`config.mk`:
```
export PLATFORM = sky130hd
export DESIGN_NAME = msrr_sequencer
export DESIGN_NICKNAME = d
export VERILOG_FILES = /design/src/rtl/msrr_sequencer.sv
export SDC_FILE = /design/constraint.sdc
export NUM_CORES = 1
export LEC_CHECK = 0
export ABC_AREA = 1
export BUFFER_PORTS_ARGS = -buffer_cell sky130_fd_sc_hd__clkbuf_2
export CAP_MARGIN = 10
export CORE_MARGIN = 5
export CORE_UTILIZATION = 50
export DETAILED_ROUTE_END_ITERATION = 10
export PLACE_DENSITY = 0.77
export SLEW_MARGIN = 20
export SYNTH_ARGS = -nofsm -noshare
export SYNTH_HDL_FRONTEND = slang
export SYNTH_SLANG_ARGS = --single-unit
```
`constraint.sdc`:
```
create_clock -name clk -period 3.56 [get_ports clk]
set_input_delay 0.356 -clock clk [delete_from_list [all_inputs] [get_ports clk]]
set_output_delay 0.356 -clock clk [all_outputs]
set_load 0.02 [all_outputs]
```
`src/rtl/msrr_sequencer.sv`:
```
// Sequencer and two-port arbiter for the 8-bit multi-mode shift/rotate register.
// Define MSRR_SEQ_FIXED_PRIO_EN for fixed priority (req[0] wins); round-robin otherwise.
module msrr_sequencer (
    input  logic       clk,
    input  logic       Re,
    input  logic [1:0] req,
    input  logic [7:0] data0,
    input  logic [7:0] data1,
    input  logic [2:0] rot0,
    input  logic [2:0] rot1,
    output logic [1:0] grant,
    output logic       busy,
    output logic       done,
    output logic [7:0] result,
    output logic [1:0] sr_mode,
    output logic       sr_sIn,
    output logic       sr_inz,
    input  logic [7:0] sr_Q
);

    typedef enum logic [2:0] {IDLE, CLEAR, LOAD, ROT, DONE} state_t;

    localparam logic [1:0] MODE_HOLD  = 2'b00;
    localparam logic [1:0] MODE_SHL   = 2'b01;
    localparam logic [1:0] MODE_ROTR  = 2'b11;

    state_t     state;
    logic [7:0] data_q;
    logic [2:0] rot_q;
    logic [2:0] k;
    logic [2:0] rcnt;
    logic       win;

`ifdef MSRR_SEQ_FIXED_PRIO_EN
    assign win = ~req[0];
`else
    logic last_ptr;

    // On a tie the requester that was not granted last wins.
    always_comb begin
        if (req == 2'b11) win = ~last_ptr;
        else              win = req[1];
    end
`endif

    always_ff @(posedge clk) begin
        if (!Re) begin
            state   <= IDLE;
            grant   <= 2'b00;
            busy    <= 1'b0;
            done    <= 1'b0;
            result  <= 8'h00;
            sr_mode <= MODE_HOLD;
            sr_sIn  <= 1'b0;
            sr_inz  <= 1'b0;
            data_q  <= 8'h00;
            rot_q   <= 3'd0;
            k       <= 3'd0;
            rcnt    <= 3'd0;
`ifndef MSRR_SEQ_FIXED_PRIO_EN
            last_ptr <= 1'b1;
`endif
        end else begin
            done <= 1'b0;
            case (state)
                IDLE: begin
                    sr_mode <= MODE_HOLD;
                    sr_sIn  <= 1'b0;
                    sr_inz  <= 1'b0;
                    if (req != 2'b00) begin
                        grant  <= win ? 2'b10 : 2'b01;
                        data_q <= win ? data1 : data0;
                        rot_q  <= win ? rot1 : rot0;
                        busy   <= 1'b1;
                        sr_inz <= 1'b1;
                        state  <= CLEAR;
`ifndef MSRR_SEQ_FIXED_PRIO_EN
                        last_ptr <= win;
`endif
                    end
                end
                CLEAR: begin
                    // Outputs are registered, so the first LOAD bit is presented here.
                    sr_inz  <= 1'b0;
                    sr_mode <= MODE_SHL;
                    sr_sIn  <= data_q[7];
                    k       <= 3'd7;
                    state   <= LOAD;
                end
                LOAD: begin
                    if (k == 3'd0) begin
                        sr_sIn <= 1'b0;
                        if (rot_q != 3'd0) begin
                            sr_mode <= MODE_ROTR;
                            rcnt    <= rot_q;
                            state   <= ROT;
                        end else begin
                            sr_mode <= MODE_HOLD;
                            state   <= DONE;
                        end
                    end else begin
                        k      <= k - 3'd1;
                        sr_sIn <= data_q[k - 3'd1];
                    end
                end
                ROT: begin
                    if (rcnt == 3'd1) begin
                        sr_mode <= MODE_HOLD;
                        state   <= DONE;
                    end else begin
                        rcnt <= rcnt - 3'd1;
                    end
                end
                DONE: begin
                    result <= sr_Q;
                    done   <= 1'b1;
                    grant  <= 2'b00;
                    busy   <= 1'b0;
                    state  <= IDLE;
                end
                default: begin
                    state   <= IDLE;
                    grant   <= 2'b00;
                    busy    <= 1'b0;
                    sr_mode <= MODE_HOLD;
                    sr_sIn  <= 1'b0;
                    sr_inz  <= 1'b0;
                end
            endcase
        end
    end

endmodule

```
==> impl_metrics.ini <==
[sta]
layout_min_cycle_time_ps = 1586
rsz0062_at_grt = false
fmax_mhz = 630.5
finalHoldViolations = 0
drv_slew = 0
max_slew_margin_pct = 51.69
setup_ws_ps = 1974
worst_slew_pin_slew_ps = 723.8
whs_ps = 263.9
tns_ps = 0
setup-violations-final = 0
finalCritPeriodShare_pct = 44.55
finClkSkew_ps = 7.720

[pwr]
p_seq_share_pct = 38.2
p_switching_uw = 725.3
p_comb_share_pct = 48.0
p_leak_nw = 0.9390
powerDensity_mw_per_mm2 = 777.1
p_int_uw = 883.8
peakVddDrop_uv = 324.5
switching_share_pct = 45.08
p_clk_share_pct = 13.9

[placed_design]
place_inst = 327
dpl.hpwl_microns = 3048
port_buffers = 49
routabilityCongestion = 0.8595
post-place-ws_ps = 1980
placed_cell_area_sq_mm = 0.002016

[cells_and_area]
design_area_sq_mm = 0.002071
finalNonFillerCells = 334
area_growth_pct = 16.71
nNetsFinal = 326
antenna_cells = 0
drive_gt1_share_pct = 23.26

[synth]
synth_area_sq_mm = 0.001774
synth_cell_types = 24
synthMuxAreaShare_pct = 0
synth_cells = 242
synth_fa_ha_area_share_pct = 2.821
ys_seq_area_share_pct = 41.75
ys_seq_elements = 37
yosys_warnings = 0
synthXorXnorAreaFrac_pct = 0.9873
synth_top_family_by_area = simple AND/OR/NAND/NOR gates
syn_nets = 280
yosys.area_share.simple_pct = 33.57
synth-compound-area-share_pct = 12.62
syn_area_per_cell_sq_um = 7.331

[clock_tree]
cts_buffers = 5
post_cts_buffers = 0
worstSkewPairLatency_ps = 340
htreeDepth = 2
cts_tree = yes
post_cts_resized = 0
clockRootBuffer = clkbuf_4
hold_buffers = 0
cts_sinks = 37
clockBufferDepth = 2
path_clk_slew_ps = 110

[grt]
grt_pass1_vias = 1557
grt_pass1_wl_microns = 6837
grt_max_degree = 23
gr-total-overflow = 0
antenna_found_initial = 0
grt.total_usage_pct = 17.36

[routing]
detail_route.wl_per_cell_microns = 12.08
ant_nets = 0
dr.pass1.iters = 4
wl_microns = 4036
drc_errors = 0
via_count = 1717
drt_iter0_drc = 67
vias_per_cell = 5.141

[floorplanning]
fp.dieH_microns = 69.57
initial_core_util_pct = 52.34
die_x_microns = 69.57
dieArea_sq_mm = 0.004840
io_pins = 50
core-area_sq_mm = 0.003390
std_cell_rows = 21

[hold_path]
hp-class = in2reg
holdPathStages = 3

[worst_setup_path]
crit_arrival_ps = 1800
crit_required_ps = 3780
crit_fanout = 8
end_kind = register
r2r_cells = 9
path_class = reg2reg
worstSetupStartpointType = register

[flow_run]
drv_cap = 0

[status]
outcome = finished clean
critical path, stage by stage, from the launching register on:
cell and delay (ps):
dfxtp_1 370, inv_1 210, ha_1 190, inv_1 40, nor2_1 170, inv_1 100
nand2_4 110, nand3_2 100, o21ai_1 130, nor2_1 40
layout make-up:
cell class / instances / area [sq um]
Timing Repair Buffer: 49 / 245.2
Clock buffer: 7 / 55.05
Tap cell: 46 / 57.56
Multi-Input combinational cell: 173 / 887.1
Sequential cell: 37 / 740.7
Fill cell: 324 / 1319
Inverter: 22 / 85.08
Yosys cell counts, drive strengths merged:
library cell | number | share of area [%]
nand2 | 54 | 13
dfxtp | 37 | 42
nor2 | 30 | 7.6
nand3 | 27 | 8.5
inv | 21 | 4.6
o21ai | 18 | 5.1
a21oi | 13 | 3.7
nand4 | 12 | 4.2
a31oi | 11 | 3.9
buf | 5 | 2.4
clkbuf | 5 | 1.1
ha | 4 | 2.8
nor3 | 2 | 0.56
clkinv | 1 | 0.21
xnor2 | 1 | 0.49
xor2 | 1 | 0.49
layer usage:
layer	global-route usage (%)	vias to the layer above	part of all wire, %
met4	6.074	0	1.1
met5	0	-	0
li1	-	899	-
met2	26.27	59	43
met3	7.246	6	8.4
met1	22.09	753	48
metrics by stage:
stage          total power [mW]  util, %
2_1_floorplan             1.251        -
3_3_place_gp              1.379    59.47
3_5_place_dp              1.396    59.47
4_1_cts                   1.622    61.09
5_1_grt                   1.752    61.09
6_report                  1.609    61.09
worst paths after layout:
check                        startpoint                      to  slack [ps]
hold / removal                  sr_Q[4]  result[4]$_SDFFE_PN0N_         260
setup / recovery      k[0]$_SDFFE_PN0P_   state[1]$_SDFFE_PN0P_        1970
hold reg to reg   grant[0]$_SDFFE_PN0P_   grant[0]$_SDFFE_PN0P_         470
setup reg to reg      k[0]$_SDFFE_PN0P_   state[1]$_SDFFE_PN0P_        1970
registers in the layout, summed over array words and instances, names as in the netlist:
register and count:
sr_inz 1, state 3, grant 2, sr_sIn 1
last_ptr 1, busy 1, rot_q 3, result 8
data_q 8, k 3, rcnt 3, sr_mode 2
done 1
cells by family after synthesis:
logic type                 after synthesis
adders and majority gates                4
AOI/OAI and AO/OA                       42
DFF                                     37
and+or+nand+nor                        125
xor gates and xnor gates                 2
buffers and inverters                   32
placed cells by master, fill, tap and decap left out:
master | synthesis | routed
nand2_1 | 51 | 51
clkbuf_2 | 0 | 49
dfxtp_1 | 37 | 37
nor2_1 | 27 | 27
nand3_1 | 24 | 24
inv_1 | 18 | 18
o21ai_0 | 16 | 16
a21oi_1 | 13 | 13
nand4_1 | 12 | 12
a31oi_1 | 11 | 11
clkbuf_4 | 0 | 5
ha_1 | 4 | 4
nor2_4 | 3 | 3
nand2_4 | 3 | 3
nand3_2 | 3 | 3
inv_2 | 2 | 2
nor3_1 | 2 | 2
o21ai_1 | 2 | 2
clkinv_1 | 1 | 1
inv_4 | 1 | 1
xor2_1 | 1 | 1
xnor2_1 | 1 | 1
clkbuf_8 | 0 | 1
clkbuf_1 | 5 | 1
power by group through the flow:
stage | Combinational (mW) | Sequential, mW | Clock [mW]
floorplan | 0.594 | 0.657 | 0
global placement | 0.760 | 0.619 | 0
detailed placement | 0.774 | 0.622 | 0
CTS | 0.777 | 0.614 | 0.231
global route | 0.874 | 0.629 | 0.249
finish | 0.772 | 0.614 | 0.223
(Power assumes the default switching activity.)
